**src/rtl/pipe_hazard_seq_if.sv**
```systemverilog
// Hazard-sequencer bundle: hazard detector requests in, pipeline-register controls out.
// master = hazard detector / pipeline side, slave = pipe_hazard_seq.
interface pipe_hazard_seq_if;
    logic [1:0]  is_stall;
    logic [31:0] pc_branch;
    logic        mc_start;
    logic        mc_done;
    logic        pc_we;
    logic        pc_sel;
    logic [31:0] pc_target;
    logic        if_id_we;
    logic        if_id_flush;
    logic        id_ex_we;
    logic        id_ex_flush;
    logic        ex_mem_bubble;
    logic        mc_req;
    logic        mc_err;
    logic [31:0] stall_cnt;
    logic [31:0] flush_cnt;

    modport master (
        output is_stall, pc_branch, mc_start, mc_done,
        input  pc_we, pc_sel, pc_target, if_id_we, if_id_flush, id_ex_we,
               id_ex_flush, ex_mem_bubble, mc_req, mc_err, stall_cnt, flush_cnt
    );

    modport slave (
        input  is_stall, pc_branch, mc_start, mc_done,
        output pc_we, pc_sel, pc_target, if_id_we, if_id_flush, id_ex_we,
               id_ex_flush, ex_mem_bubble, mc_req, mc_err, stall_cnt, flush_cnt
    );
endinterface

```
**src/rtl/pipe_hazard_seq.sv**
```systemverilog
// Pipeline hazard sequencer: redirect bubbles, load-use freeze, multi-cycle EX handshake.
// Optional perf counters enabled by defining HAZARD_PERF_CNT_EN.
module pipe_hazard_seq #(
    parameter int unsigned REDIRECT_BUBBLES = 2,
    parameter int unsigned MC_TIMEOUT       = 64
) (
    input  logic            clk,
    input  logic            rst_n,
    pipe_hazard_seq_if.slave hz
);

    typedef enum logic [1:0] {
        RUN      = 2'd0,
        REDIRECT = 2'd1,
        MC_WAIT  = 2'd2
    } state_t;

    state_t      state;
    logic [2:0]  bub_cnt;
    logic [7:0]  mc_cnt;
    logic        mc_req_q;
    logic        mc_err_q;
    logic [31:0] pc_target_q;

    logic        pc_we_c;
    logic        pc_sel_c;
    logic        if_id_we_c;
    logic        if_id_flush_c;
    logic        id_ex_we_c;
    logic        id_ex_flush_c;
    logic        ex_mem_bubble_c;
    logic        redirect_now;

    assign redirect_now = rst_n && (state == RUN) && hz.is_stall[1];

    always_ff @(posedge clk or negedge rst_n) begin
        if (!rst_n) begin
            state       <= RUN;
            bub_cnt     <= '0;
            mc_cnt      <= '0;
            mc_req_q    <= 1'b0;
            mc_err_q    <= 1'b0;
            pc_target_q <= '0;
        end else begin
            case (state)
                RUN: begin
                    if (hz.is_stall[1]) begin
                        pc_target_q <= hz.pc_branch;
                        if (REDIRECT_BUBBLES > 1) begin
                            state   <= REDIRECT;
                            bub_cnt <= 3'(REDIRECT_BUBBLES - 1);
                        end
                    end else if (hz.mc_start) begin
                        state    <= MC_WAIT;
                        mc_req_q <= 1'b1;
                        mc_cnt   <= '0;
                    end
                end
                REDIRECT: begin
                    if (bub_cnt == 3'd1) begin
                        state <= RUN;
                    end else begin
                        bub_cnt <= bub_cnt - 3'd1;
                    end
                end
                MC_WAIT: begin
                    // a done in the last allowed cycle still wins over the timeout
                    if (hz.mc_done) begin
                        state    <= RUN;
                        mc_req_q <= 1'b0;
                    end else if (mc_cnt == 8'(MC_TIMEOUT - 1)) begin
                        state    <= RUN;
                        mc_req_q <= 1'b0;
                        mc_err_q <= 1'b1;
                    end else begin
                        mc_cnt <= mc_cnt + 8'd1;
                    end
                end
                default: state <= RUN;
            endcase
        end
    end

    always_comb begin
        pc_we_c         = 1'b1;
        pc_sel_c        = 1'b0;
        if_id_we_c      = 1'b1;
        if_id_flush_c   = 1'b0;
        id_ex_we_c      = 1'b1;
        id_ex_flush_c   = 1'b0;
        ex_mem_bubble_c = 1'b0;
        if (!rst_n) begin
            pc_we_c         = 1'b0;
            if_id_we_c      = 1'b0;
            id_ex_we_c      = 1'b0;
            if_id_flush_c   = 1'b1;
            id_ex_flush_c   = 1'b1;
            ex_mem_bubble_c = 1'b1;
        end else begin
            case (state)
                RUN: begin
                    if (hz.is_stall[1]) begin
                        pc_sel_c      = 1'b1;
                        if_id_flush_c = 1'b1;
                        id_ex_flush_c = 1'b1;
                    end else if (hz.mc_start) begin
                        pc_we_c         = 1'b0;
                        if_id_we_c      = 1'b0;
                        id_ex_we_c      = 1'b0;
                        ex_mem_bubble_c = 1'b1;
                    end else if (hz.is_stall[0]) begin
                        pc_we_c       = 1'b0;
                        if_id_we_c    = 1'b0;
                        id_ex_flush_c = 1'b1;
                    end
                end
                REDIRECT: if_id_flush_c = 1'b1;
                MC_WAIT: begin
                    if (!hz.mc_done) begin
                        pc_we_c         = 1'b0;
                        if_id_we_c      = 1'b0;
                        id_ex_we_c      = 1'b0;
                        ex_mem_bubble_c = 1'b1;
                    end
                end
                default: ;
            endcase
        end
    end

    assign hz.pc_we         = pc_we_c;
    assign hz.pc_sel        = pc_sel_c;
    assign hz.pc_target     = redirect_now ? hz.pc_branch : pc_target_q;
    assign hz.if_id_we      = if_id_we_c;
    assign hz.if_id_flush   = if_id_flush_c;
    assign hz.id_ex_we      = id_ex_we_c;
    assign hz.id_ex_flush   = id_ex_flush_c;
    assign hz.ex_mem_bubble = ex_mem_bubble_c;
    assign hz.mc_req        = mc_req_q;
    assign hz.mc_err        = mc_err_q;

`ifdef HAZARD_PERF_CNT_EN
    logic [31:0] stall_cnt_q;
    logic [31:0] flush_cnt_q;

    always_ff @(posedge clk or negedge rst_n) begin
        if (!rst_n) begin
            stall_cnt_q <= '0;
            flush_cnt_q <= '0;
        end else begin
            if (!pc_we_c) begin
                stall_cnt_q <= stall_cnt_q + 32'd1;
            end
            flush_cnt_q <= flush_cnt_q + 32'(if_id_flush_c) + 32'(id_ex_flush_c)
                         + 32'(ex_mem_bubble_c);
        end
    end

    assign hz.stall_cnt = stall_cnt_q;
    assign hz.flush_cnt = flush_cnt_q;
`else
    assign hz.stall_cnt = '0;
    assign hz.flush_cnt = '0;
`endif

endmodule

```
**src/flat_wrapper.sv**
```systemverilog
// flat-port wrapper written by rule: the top's interface ports become plain ports
module pipe_hazard_seq_flat 
#(
    parameter int unsigned REDIRECT_BUBBLES = 2,
    parameter int unsigned MC_TIMEOUT       = 64
)
  (clk, rst_n, hz_is_stall, hz_pc_branch, hz_mc_start, hz_mc_done, hz_pc_we, hz_pc_sel, hz_pc_target, hz_if_id_we, hz_if_id_flush, hz_id_ex_we, hz_id_ex_flush, hz_ex_mem_bubble, hz_mc_req, hz_mc_err, hz_stall_cnt, hz_flush_cnt);
  pipe_hazard_seq_if hz_i ();
  input  logic clk;
  input  logic rst_n;
  input wire logic [$bits(hz_i.is_stall)-1:0] hz_is_stall;
  input wire logic [$bits(hz_i.pc_branch)-1:0] hz_pc_branch;
  input wire logic [$bits(hz_i.mc_start)-1:0] hz_mc_start;
  input wire logic [$bits(hz_i.mc_done)-1:0] hz_mc_done;
  output wire logic [$bits(hz_i.pc_we)-1:0] hz_pc_we;
  output wire logic [$bits(hz_i.pc_sel)-1:0] hz_pc_sel;
  output wire logic [$bits(hz_i.pc_target)-1:0] hz_pc_target;
  output wire logic [$bits(hz_i.if_id_we)-1:0] hz_if_id_we;
  output wire logic [$bits(hz_i.if_id_flush)-1:0] hz_if_id_flush;
  output wire logic [$bits(hz_i.id_ex_we)-1:0] hz_id_ex_we;
  output wire logic [$bits(hz_i.id_ex_flush)-1:0] hz_id_ex_flush;
  output wire logic [$bits(hz_i.ex_mem_bubble)-1:0] hz_ex_mem_bubble;
  output wire logic [$bits(hz_i.mc_req)-1:0] hz_mc_req;
  output wire logic [$bits(hz_i.mc_err)-1:0] hz_mc_err;
  output wire logic [$bits(hz_i.stall_cnt)-1:0] hz_stall_cnt;
  output wire logic [$bits(hz_i.flush_cnt)-1:0] hz_flush_cnt;
  assign hz_i.is_stall = hz_is_stall;
  assign hz_i.pc_branch = hz_pc_branch;
  assign hz_i.mc_start = hz_mc_start;
  assign hz_i.mc_done = hz_mc_done;
  assign hz_pc_we = hz_i.pc_we;
  assign hz_pc_sel = hz_i.pc_sel;
  assign hz_pc_target = hz_i.pc_target;
  assign hz_if_id_we = hz_i.if_id_we;
  assign hz_if_id_flush = hz_i.if_id_flush;
  assign hz_id_ex_we = hz_i.id_ex_we;
  assign hz_id_ex_flush = hz_i.id_ex_flush;
  assign hz_ex_mem_bubble = hz_i.ex_mem_bubble;
  assign hz_mc_req = hz_i.mc_req;
  assign hz_mc_err = hz_i.mc_err;
  assign hz_stall_cnt = hz_i.stall_cnt;
  assign hz_flush_cnt = hz_i.flush_cnt;
  pipe_hazard_seq #(.REDIRECT_BUBBLES(REDIRECT_BUBBLES), .MC_TIMEOUT(MC_TIMEOUT)) u_core (.clk(clk), .rst_n(rst_n), .hz(hz_i));
endmodule
```
**config.mk**
```make
export PLATFORM = sky130hd
export DESIGN_NAME = pipe_hazard_seq_flat
export DESIGN_NICKNAME = d
export VERILOG_FILES = /design/src/rtl/pipe_hazard_seq_if.sv /design/src/rtl/pipe_hazard_seq.sv /design/src/flat_wrapper.sv
export SDC_FILE = /design/constraint.sdc
export NUM_CORES = 1
export LEC_CHECK = 0
export BUFFER_PORTS_ARGS = -buffer_cell sky130_fd_sc_hd__buf_2
export CAP_MARGIN = 30
export CORE_ASPECT_RATIO = 0.75
export CORE_MARGIN = 3
export CORE_UTILIZATION = 42
export CTS_CLUSTER_DIAMETER = 120
export DETAILED_ROUTE_END_ITERATION = 6
export PLACE_DENSITY_LB_ADDON = 0.05
export REMOVE_ABC_BUFFERS = 1
export SLEW_MARGIN = 10
export SYNTH_ARGS = -nofsm -noshare
export SYNTH_HDL_FRONTEND = slang
export SYNTH_SLANG_ARGS = --single-unit
```
**constraint.sdc**
```tcl
create_clock -name clk -period 1.7 [get_ports clk]
set_clock_uncertainty 0.1 [all_clocks]
set_input_delay 0.085 -clock clk [delete_from_list [all_inputs] [get_ports clk]]
set_output_delay 0.085 -clock clk [all_outputs]
set_load 0.02 [all_outputs]
```
==> results by group, run 1 <==
Worst setup path
  – CP startpoint kind: flip-flop
  – Worst r2r path cells: 7
  – RR Endpoint: u_core.mc_cnt[6]
  – CP Max Fanout: 6
  – Worst path arrival time: around 1.8 ns
  – Crit path cell chain: nor3b_4 -> and2_4 -> clkbuf_16 -> mux2_4 -> buf_6
  – R2r setup slk: -0.10 ns
  – Critical path type: reg2out
  – Crit end category: output port
  – CP top delay family: simple AND/OR/NAND/NOR gates
  – CP Data Required Time: between 1.5 and 2 ns
  – CP Buf/Inv Count: 2
  – CP max-delay cell: dfrtp_1
  – Reg2reg start: u_core.state[1]
  – Slowest cell delay on critical path: a little over 0.4 ns

Min path
  – Worst Min Path Start: hz_mc_start
  – Hold depth: 4
  – Hold/Removal Path Class: in2reg
  – Endpoint of the worst hold path: u_core.hz.mc_req

Global routing
  – Largest net degree at the start of global routing: 33
  – GRT overflow: 0
  – Vias in the first global route: about 2000
  – First-pass GRT wire length: about 9.4 mm
  – Initial antenna violation count: 0
  – Gr usage total: 0.1437

STA
  – Tcrit/Tclk final: 1.171
  – Fmax: about 500 MHz
  – Final Hold Fails: 0
  – RSZ-0062 raised after global routing: true
  – Final setup TNS: -10.18 ns
  – Final worst slack: -0.2904 ns
  – # setup viols final: 45
  – Final Max Tran Viols: 0
  – Clock period minus final worst setup slack: between 1.5 and 2 ns

Routing
  – Final wirelength: between 6 and 7 mm
  – Wire per inst: roughly 14 um
  – DRC violations left: 0
  – Via-per-instance ratio: 4.588
  – Drt pass-1 iters: 4
  – Via count: around 2200
  – DRT antenna net count: 0
  – Initial detailed-routing violation count: 31

Clock network
  – H-tree lvl count: 2
  – Total clock buffers created by CTS: 5
  – Root buffer selected by CTS: clkbuf_8
  – Clock-pin slew reported for the worst setup and hold paths after clock tree synthesis: about 0.090 ns
  – TritonCTS clock tree: built
  – CTS Sinks: 47
  – Worst-skew pair later-pin latency: slightly below 0.3 ns
  – Clock Tree Buf Depth: 2

Synth
  – Avg Inst Size Synth: 11.39 um2
  – Area contributors post-synth: dfrtp_1 40%, mux2_2 24%, buf_4 17%, ha_1 1.3%, a21oi_1 1.2%
  – Yosys reg bits: 47
  – YS warnings: 0
  – Most instantiated cells after synthesis: 66 x buf_4, 63 x mux2_2, 47 x dfrtp_1, 9 x inv_1, 7 x a21oi_1
  – Post-synth top flop: dfrtp_1
  – Synth top area share: 0.4019
  – Post-synthesis cell count: 257
  – Async SR Flop Fraction: 1.000
  – Post-synthesis sequential area ratio: 0.4019
  – EDFF count, synth: 0
  – Yosys cell types: 38
  – Area leader, netlist: dfrtp_1
  – Most common cell in the netlist: buf_4
  – Synthesized area: ~0.0029 mm2

Power and ir drop
  – Post-layout power: ~6.5 mW
  – Worst VDD drop: about 0.00085 V
  – Pwr per Cell Area: around 1600 mW/mm2
  – Leak: a little over 2 nW

Run status
  – Status: complete, but fails checks
  – Failing checks: negative setup slack

Floorplanning
  – Die W: 102.4 um
  – Row count: 25
  – Initial Util: 0.4477
  – Die height: 78.29 um
  – Core Area: ~0.0065 mm2
  – I/O pins: 143
  – Die ar.: around 0.008 mm2

Placement
  – Routability congestion estimate: about 0.76
  – Port bufs: 78
  – Placed Area: ~0.0033 mm2
  – Placed insts: 424
  – Post-DP HPWL: a little over 4 mm

Job
  – Number of max-cap violations: 0

Layout
  – # diodes: 0
  – Final Util: 0.6413
  – Layout cell share with drive strength beyond 1: 0.4821
  – Design area: 0.004193 mm2
  – Nets: 431
  – Non-Filler Instances: approximately 470
  – Area Overhead vs Synth: 43.27%
[sequential cells by signal, indices dropped and copies added (netlist names)]
signal	count
u_core.hz.mc_req	1
u_core.pc_target_q	32
u_core.hz.mc_err	1
u_core.bub_cnt	3
u_core.state	2
u_core.mc_cnt	8
[layout by cell type, fill, tap and decap left out, drive strengths merged, types with 2 or more instances in the layout]
cell type	instances
a21oi	8
and3	2
o21a	4
o21bai	2
nor4	4
nand2	4
inv	9
conb	64
o21ai	5
buf	102
nand2b	3
a31oi	5
clkbuf	8
nor3	2
dfrtp	47
a21o	2
dlygate4sd3	33
nor2b	2
ha	3
mux2	64
a21boi	2
[power breakdown]
part | internal [mW] | switching [mW] | total, mW | leakage, nW
combinational | 2.19 | 1.77 | 3.97 | 1.43
clock | 0.320 | 0.349 | 0.668 | 0.0470
sequential | 1.60 | 0.266 | 1.87 | 0.574
[routing by layer]
metal / GRT usage / routed length (um) / share of wire / vias to the layer above
li1: - / - / - / 1038
met1: 0.1904 / 2811 / 0.43 / 1020
met2: 0.2406 / 3224 / 0.49 / 99
met3: 0.03375 / 452 / 0.069 / 4
met4: 0.02752 / 27 / 0.0041 / 0
met5: 0 / 0 / 0 / -
[metrics by stage]
step                hold WS [ns]  setup slack [ns]
finish                   0.06277           -0.2904
global route             0.07052           -0.3671
CTS                      0.03076           -0.3068
detailed placement       0.05333          -0.03962
global placement         0.06117          -0.01518
floorplan                -0.3106            -1.457
[worst register-to-register path, cell delays in order, from the launching register on]
cell,delay [ns]
dfrtp_1,0.41
buf_4,0.15
or3b_4,0.37
a21oi_4,0.15
buf_6,0.12
buf_4,0.11
a21boi_0,0.07
a41o_1,0.20
[worst max-delay path by stage]
stage / start / to / cells past startpoint
after floorplan: u_core.state[0] / hz_pc_target[0] / 3
after global placement: u_core.state[0] / hz_pc_target[24] / 5
after detailed placement: u_core.state[0] / hz_pc_target[14] / 5
after CTS: u_core.state[0] / hz_pc_target[14] / 5
after global routing: u_core.state[1] / hz_pc_target[13] / 5
final: u_core.state[1] / hz_pc_target[1] / 5
[timing repair]
action | 4_1_cts | 5_1_grt
hold endpoints to repair | 57 | 0
setup endpoints to repair | 40 | 79
resized for setup | 17 | 103
setup buffers | 4 | 1
pin swaps | 2 | 2
hold buffers | 34 | 0
gates cloned | 0 | 3
[final cells by class]
class                   instances  area (um2)
fillers                       505        2345
multi-input cells             190        1554
repair buffers                137        1240
flip-flops and latches         47        1176
well taps                      81       101.3
clock buffers                   6       82.58
inverters                       9       33.78
clock inverters                 1       5.005
[kinds of logic after synthesis]
| logic type | after synthesis | share of synthesized area |
|---|---|---|
| buf+inv | 83 | 0.2009 |
| mux | 65 | 0.2497 |
| flops | 47 | 0.4019 |
| compound gates | 34 | 0.08123 |
| simple gates | 24 | 0.05216 |
| fa+ha+maj | 3 | 0.01283 |
| other cells | 1 | 0.001281 |
No activity file was read; power rests on OpenSTA's default activity.
==> run 2, diff against run 1 <==
- ABC_AREA: not set -> 1
- CORE_UTILIZATION: 42 -> 43
- PLACE_DENSITY: not set -> 0.77
- PLACE_DENSITY_LB_ADDON: 0.05 -> not set
==> results by group, run 2 <==
Clock network
  – H-tree lvl count: 2 (unchanged)
  – Clock-pin slew reported for the worst setup and hold paths after clock tree synthesis: 0.08 ns (was 0.09 ns)
  – Root buffer selected by CTS: clkbuf_8 (unchanged)
  – CTS Sinks: 47 (unchanged)
  – Worst-skew pair later-pin latency: 0.29 ns (about the same)
  – Total clock buffers created by CTS: 5 (unchanged)
  – Clock Tree Buf Depth: 2 (unchanged)
  – TritonCTS clock tree: built (unchanged)

Worst setup path
  – Crit end category: output port (unchanged)
  – CP startpoint kind: flip-flop (unchanged)
  – CP top delay family: flip-flops (was simple AND/OR/NAND/NOR gates)
  – CP Max Fanout: 7 (was 6)
  – R2r setup slk: 0.12 ns (was -0.10 ns)
  – CP max-delay cell: dfrtp_2 (was dfrtp_1)
  – CP Buf/Inv Count: 3 (was 2)
  – Slowest cell delay on critical path: 0.43 ns (was 0.41 ns)
  – Worst path arrival time: 1.60 ns (was 1.81 ns)
  – Critical path type: reg2out (unchanged)
  – Crit path cell chain: nor2_4 -> nand2_4 -> inv_6 -> nand2_8 -> buf_16 -> o21ai_2 -> buf_6 (was nor3b_4 -> and2_4 -> clkbuf_16 -> mux2_4 -> buf_6)
  – CP Data Required Time: 1.51 ns (about the same)

Synth
  – Post-synth top flop: dfrtp_1 (unchanged)
  – Most instantiated cells after synthesis: 103 x nand2_1, 65 x buf_4, 55 x inv_1, 47 x dfrtp_1, 36 x o21ai_0 (was 66 x buf_4, 63 x mux2_2, 47 x dfrtp_1, 9 x inv_1, 7 x a21oi_1)
  – Post-synthesis cell count: 399 (was 257)
  – Area leader, netlist: dfrtp_1 (unchanged)
  – Synth top area share: 0.3801 (was 0.4019)
  – Most common cell in the netlist: nand2_1 (was buf_4)
  – YS warnings: 0 (unchanged)
  – Avg Inst Size Synth: 7.755 um2 (was 11.39 um2)
  – Synthesized area: 0.003094 mm2 (was 0.002927 mm2)
  – Yosys cell types: 24 (was 38)
  – Area contributors post-synth: dfrtp_1 38%, buf_4 16%, nand2_1 12%, o21ai_2 7.4%, inv_1 6.7% (was dfrtp_1 40%, mux2_2 24%, buf_4 17%, ha_1 1.3%, a21oi_1 1.2%)
  – EDFF count, synth: 0 (unchanged)
  – Async SR Flop Fraction: 1.000 (unchanged)
  – Post-synthesis sequential area ratio: 0.3801 (was 0.4019)
  – Yosys reg bits: 47 (unchanged)

Routing
  – Drt pass-1 iters: 4 (unchanged)
  – Wire per inst: 13.11 um (was 13.83 um)
  – Via-per-instance ratio: 4.423 (was 4.588)
  – Via count: 2716 (was 2161)
  – Final wirelength: 8.052 mm (was 6.516 mm)
  – DRC violations left: 0 (unchanged)
  – DRT antenna net count: 0 (unchanged)
  – Initial detailed-routing violation count: 142 (was 31)

Floorplanning
  – I/O pins: 143 (unchanged)
  – Core Area: 0.006897 mm2 (was 0.006538 mm2)
  – Die height: 79.47 um (was 78.29 um)
  – Row count: 26 (was 25)
  – Die ar.: 0.008260 mm2 (was 0.008016 mm2)
  – Initial Util: 0.4487 (was 0.4477)
  – Die W: 104.0 um (was 102.4 um)

Run status
  – Failing checks: negative setup slack (unchanged)
  – Status: complete, but fails checks (unchanged)

Layout
  – Final Util: 0.6406 (was 0.6413)
  – Largest register FFs: 32 (unchanged)
  – Layout cell share with drive strength beyond 1: 0.3488 (was 0.4821)
  – Commonest non-fill, non-tap cell in the layout: nand2_1 (was conb_1)
  – Nets: 557 (was 431)
  – Design area: 0.004418 mm2 (was 0.004193 mm2)
  – # diodes: 0 (unchanged)
  – Layout fillers: 526 (was 505)
  – Area Overhead vs Synth: 42.78% (was 43.27%)
  – Top reg by flops: u_core.pc_target_q (unchanged)
  – Largest registers: u_core.pc_target_q x32, u_core.mc_cnt x8, u_core.bub_cnt x3 (unchanged)
  – Most frequent cells in the layout: 79 x nand2_1, 64 x conb_1, 55 x inv_1 (was 64 x conb_1, 47 x dfrtp_1, 43 x buf_6)

Global routing
  – Initial antenna violation count: 0 (unchanged)
  – GRT overflow: 0 (unchanged)
  – Largest net degree at the start of global routing: 47 (was 33)
  – First-pass GRT wire length: 11.61 mm (was 9.384 mm)
  – Gr usage total: 0.1705 (was 0.1437)
  – Vias in the first global route: 2524 (was 1971)

STA
  – Fmax: 560.3 MHz (was 502.4 MHz)
  – Final Hold Fails: 0 (unchanged)
  – Tcrit/Tclk final: 1.050 (was 1.171)
  – Final Max Tran Viols: 0 (unchanged)
  – Clock period minus final worst setup slack: 1.785 ns (was 1.990 ns)
  – RSZ-0062 raised after global routing: true (unchanged)
  – Worst hold margin: 0.004476 ns (was 0.06277 ns)
  – Max-slew headroom: 0.5205
  – Final worst slack: -0.08464 ns (was -0.2904 ns)
  – Slew at the pin closest to its max-slew limit: approximately 0.72 ns
  – # setup viols final: 34 (was 45)
  – Final setup TNS: -2.112 ns (was -10.18 ns)

Min path
  – Hold/Removal Path Class: in2reg (unchanged)

Placement
  – Placed Area: 0.003306 mm2 (was 0.003256 mm2)
  – Port bufs: 78 (unchanged)
  – Routability congestion estimate: 0.8011 (was 0.7572)
  – Post-DP HPWL: 4.704 mm (was 4.046 mm)

Job
  – Number of max-cap violations: 0 (unchanged)

Power and ir drop
  – Pwr per Cell Area: 1497 mW/mm2 (was 1550 mW/mm2)
  – Worst VDD drop: 0.0008061 V (was 0.0008476 V)
  – Leak: 2.380 nW (was 2.047 nW)
==> run 2: changes by cell type after synthesis, moves of 6 or more <==
cell and change:
nand2_1 +99, mux2_2 -63, inv_1 +46, o21ai_0 +31
o21ai_2 +26, nand3_1 +12, o21ai_1 +11, nor2_1 +6
==> run 2: area by class of cell <==
class | count | area, um2 | area share
tap | 98 | 122.6 | 0.02775
multi-input combinational | 279 | 1602 | 0.3625
sequential | 47 | 1177 | 0.2665
clock buffer | 6 | 82.58 | 0.01869
timing repair buffer | 126 | 1210 | 0.2739
clock inverter | 1 | 5.005 | 0.001133
inverter | 57 | 219.0 | 0.04956
==> run 2: metrics by stage <==
step	worst slack (ns)	cells	total power [mW]
6_report	-0.08464	614	6.613
5_1_grt	-0.1581	614	7.066
4_1_cts	-0.04369	606	5.883
3_5_place_dp	0.1689	566	4.558
3_3_place_gp	0.1970	566	4.478
2_1_floorplan	-0.6267	382	3.697
==> run 2: report_power, final <==
group	switching [mW]	internal, mW	leakage (nW)
logic	2.20	1.83	1.74
clock network	0.356	0.320	0.0470
registers	0.337	1.57	0.594
total	2.89	3.72	2.38
==> run 2: routing by layer <==
metal	wire length (um)	GRT usage	part of all wire	vias to the layer above
met3	435	0.03638	0.054	6
met5	0	0	0	-
li1	-	-	-	1341
met2	4176	0.3100	0.52	99
met4	59	0.02523	0.0073	0
met1	3381	0.2143	0.42	1270
==> run 2: timing repair <==
| item | 4_1_cts | 5_1_grt |
|---|---|---|
| endpoints found under the hold margin | 70 | 1 |
| gates cloned | 3 | 6 |
| hold buffers | 26 | 1 |
| pin swaps | 3 | 3 |
| setup endpoints to repair | 36 | 37 |
| buffers inserted | 4 | 1 |
| gates resized for setup | 70 | 69 |
==> run 2: cells by family (layout without fill, tap and decap cells) <==
| family | count (synthesis) | after routing | synth area share |
|---|---|---|---|
| compound gates | 79 | 79 | 0.1617 |
| xor+xnor | 1 | 1 | 0.002831 |
| fa+ha+maj | 3 | 3 | 0.01213 |
| buf+inv | 137 | 190 | 0.2665 |
| flops | 47 | 47 | 0.3801 |
| other cells | 1 | 64 | 0.001212 |
| simple gates | 131 | 132 | 0.1755 |
==> run 2: final timing paths <==
check                                  from                     to  depth (start not counted)
setup / recovery            u_core.state[0]       hz_pc_target[24]                          7
hold / removal              hz_pc_branch[8]  u_core.pc_target_q[8]                          3
setup reg to reg           u_core.mc_cnt[1]       u_core.mc_cnt[3]                          7
hold reg to reg            u_core.hz.mc_req       u_core.hz.mc_req                          2
max in group asynchronous             rst_n        u_core.state[0]                          3
min in group asynchronous             rst_n  u_core.pc_target_q[1]                          3
==> run 2: worst register-to-register path: stages (launching register included) <==
cell,delay [ns]
dfrtp_1,0.42
ha_1,0.21
nand3_1,0.15
inv_1,0.12
nand3_1,0.09
nand2_2,0.24
nand2_1,0.11
o21ai_2,0.07
==> run 3, diff against run 2 <==
- ABC_AREA: 1 -> not set
- CORE_UTILIZATION: 43 -> 42
- GPL_TIMING_DRIVEN: not set -> 0
==> results by group, run 3 (same netlist as run 1, synthesis figures left out) <==
Run status
  – Status: complete, but fails checks (unchanged)
  – Failing checks: negative setup slack (unchanged)

Layout
  – Commonest non-fill, non-tap cell in the layout: conb_1 (was nand2_1)
  – Largest register FFs: 32 (unchanged)
  – Area Overhead vs Synth: 41.26% (was 42.78%)
  – Largest registers: u_core.pc_target_q x32, u_core.mc_cnt x8, u_core.bub_cnt x3 (unchanged)
  – Top reg by flops: u_core.pc_target_q (unchanged)
  – Non-Filler Instances: 465 (was 614)
  – # diodes: 0 (unchanged)
  – Final Util: 0.6323 (was 0.6406)
  – Most frequent cells in the layout: 64 x conb_1, 45 x dfrtp_1, 44 x buf_2 (was 79 x nand2_1, 64 x conb_1, 55 x inv_1)
  – Nets: 426 (was 557)
  – Layout cell share with drive strength beyond 1: 0.4766 (was 0.3488)
  – Layout fillers: 486 (was 526)

STA
  – Final Max Tran Viols: 0 (unchanged)
  – Final worst slack: -0.3910 ns (was -0.08464 ns)
  – RSZ-0062 raised after global routing: true (unchanged)
  – # setup viols final: 47 (was 34)
  – Clock period minus final worst setup slack: 2.091 ns (was 1.785 ns)
  – Final setup TNS: -14.27 ns (was -2.112 ns)
  – Fmax: 478.2 MHz (was 560.3 MHz)
  – Final Hold Fails: 0 (unchanged)
  – Tcrit/Tclk final: 1.230 (was 1.050)

Placement
  – Post-DP HPWL: 4.286 mm (was 4.704 mm)
  – Port bufs: 78 (unchanged)
  – Placed insts: 408 (was 566)
  – Routability congestion estimate: 0.7911 (was 0.8011)

Global routing
  – Met3 usage: 0.03730 (was 0.03638)
  – Vias in the first global route: 2257 (was 2524)
  – Largest net degree at the start of global routing: 27 (was 47)
  – GRT overflow: 0 (unchanged)
  – Gr usage total: 0.1812 (was 0.1705)
  – GRT met2 Usage: 0.3411 (was 0.3100)
  – Initial antenna violation count: 0 (unchanged)
  – GR Util met1: 0.2119 (was 0.2143)
  – First-pass GRT wire length: 11.39 mm (was 11.61 mm)
  – Most Crowded Layer GR: met2 (unchanged)

Floorplanning
  – Initial Util: 0.4477 (was 0.4487)
  – Die height: 78.29 um (was 79.47 um)
  – I/O pins: 143 (unchanged)
  – Core Area: 0.006538 mm2 (was 0.006897 mm2)
  – Die ar.: 0.008016 mm2 (was 0.008260 mm2)
  – Die W: 102.4 um (was 104.0 um)
  – Row count: 25 (was 26)

Routing
  – Initial detailed-routing violation count: 89 (was 142)
  – DRT antenna net count: 0 (unchanged)
  – Via count: 2208 (was 2716)
  – Drt pass-1 iters: 4 (unchanged)
  – Final wirelength: 7.329 mm (was 8.052 mm)
  – Via-per-instance ratio: 4.748 (was 4.423)
  – Wire per inst: 15.76 um (was 13.11 um)
  – DRC violations left: 0 (unchanged)

Min path
  – Hold depth: 4 (was 3)
  – Hold/Removal Path Class: in2reg (unchanged)

Clock network
  – Total clock buffers created by CTS: 5 (unchanged)
  – Clock-pin slew reported for the worst setup and hold paths after clock tree synthesis: 0.08 ns (about the same)
  – CTS Sinks: 47 (unchanged)
  – Root buffer selected by CTS: clkbuf_8 (unchanged)
  – Worst-skew pair later-pin latency: 0.29 ns (about the same)
  – TritonCTS clock tree: built (unchanged)
  – Clock Tree Buf Depth: 2 (unchanged)
  – H-tree lvl count: 2 (unchanged)

Job
  – Number of max-cap violations: 0 (unchanged)

Worst setup path
  – CP Data Required Time: 1.51 ns (about the same)
  – Worst r2r path cells: 6 (was 7)
  – Worst path arrival time: 1.91 ns (was 1.60 ns)
  – CP Buf/Inv Count: 3 (unchanged)
  – Critical path type: reg2out (unchanged)
  – Slowest cell delay on critical path: 0.44 ns (was 0.43 ns)
  – CP Depth: 6 (was 7)
  – CP Max Fanout: 7 (unchanged)
  – CP max-delay cell: dfrtp_2 (unchanged)
  – Crit path cell chain: nor3b_4 -> buf_8 -> and2_4 -> buf_12 -> mux2_4 -> buf_6 (was nor2_4 -> nand2_4 -> inv_6 -> nand2_8 -> buf_16 -> o21ai_2 -> buf_6)
  – CP top delay family: flip-flops (unchanged)
  – CP startpoint kind: flip-flop (unchanged)
  – Crit end category: output port (unchanged)
  – R2r setup slk: -0.28 ns (was 0.12 ns)

Power and ir drop
  – Seq pwr share: 0.291 (was 0.289)
  – Part of the power in combinational logic: 0.614 (was 0.609)
  – Switching power: 2.417 mW (was 2.893 mW)
  – Pwr per Cell Area: 1568 mW/mm2 (was 1497 mW/mm2)
  – Clock power share: 0.095 (was 0.102)
  – Pint: 4.066 mW (was 3.719 mW)
  – Leak: 2.010 nW (was 2.380 nW)
  – Sw frac: 0.3728 (was 0.4375)
  – Worst VDD drop: 0.0009312 V (was 0.0008061 V)
-- run 3: cell count changes in the layout (fill, tap and decap cells not counted), moves of 6 or more --
cell and delta:
nor2_1 -6, nand2_4 -8, mux2_4 +32, o21ai_2 -21
mux2_2 +32, o21ai_4 -13, nand2_1 -75, nand3_1 -11
nand2_2 -21, buf_4 -7, dlygate4sd3_1 +7, inv_1 -46
o21ai_0 -33
-- run 3: power groups by stage --
stage	clock network [mW]	logic [mW]	registers, mW
6_report	0.618	3.98	1.89
5_1_grt	0.698	4.25	1.94
4_1_cts	0.646	3.91	1.87
3_5_place_dp	0	2.77	1.92
3_3_place_gp	0	2.67	1.88
2_1_floorplan	0	2.03	1.85
-- run 3: final timing paths --
check                                  from                     to
setup / recovery            u_core.state[0]        hz_pc_target[0]
hold / removal                   hz_mc_done       u_core.mc_cnt[0]
setup reg to reg            u_core.state[1]       u_core.mc_cnt[0]
hold reg to reg            u_core.hz.mc_err       u_core.hz.mc_err
max in group asynchronous             rst_n        u_core.state[0]
min in group asynchronous             rst_n  u_core.pc_target_q[2]
-- run 3: what timing repair did --
action	CTS	global route
setup endpoints to repair	76	48
cloned	3	0
hold buffers	35	0
gates resized for setup	112	7
pin swaps	2	5
endpoints found under the hold margin	53	0
buffers inserted	11	1
-- run 3: layout make-up --
class / instances / area (um2) / share of cell area
clock buffers: 6 / 72.57 / 0.01755
inverters: 9 / 33.78 / 0.008172
multi-input cells: 193 / 1600 / 0.3871
flip-flops and latches: 47 / 1179 / 0.2851
well taps: 81 / 101.3 / 0.02452
repair buffers: 129 / 1147 / 0.2775
-- run 3: stage by stage --
step | area (um2) | setup slack (ns) | total power, mW | hold slack [ns]
6_report | 4134 | -0.3910 | 6.483 | 0.04980
4_1_cts | 4080 | -0.3941 | 6.427 | 0.04499
5_1_grt | 4134 | -0.4426 | 6.886 | 0.06701
3_3_place_gp | 3100 | -2.251 | 4.544 | 0.2282
3_5_place_dp | 3152 | -0.9346 | 4.687 | -0.01876
2_1_floorplan | 2609 | -1.457 | 3.873 | -0.3106
-- run 3: worst register-to-register path, stage by stage (launching register included) --
cell and delay [ns]:
dfrtp_2 0.43, buf_4 0.18, or3b_4 0.41, a21oi_4 0.15, buf_4 0.14, a21boi_4 0.32
mux2i_1 0.12
-- run 3: per-layer routing --
layer | wire length (um) | up-vias
met3 | 358 | 6
met5 | 0 | -
met2 | 4010 | 81
met4 | 48 | 0
li1 | - | 1024
met1 | 2911 | 1097
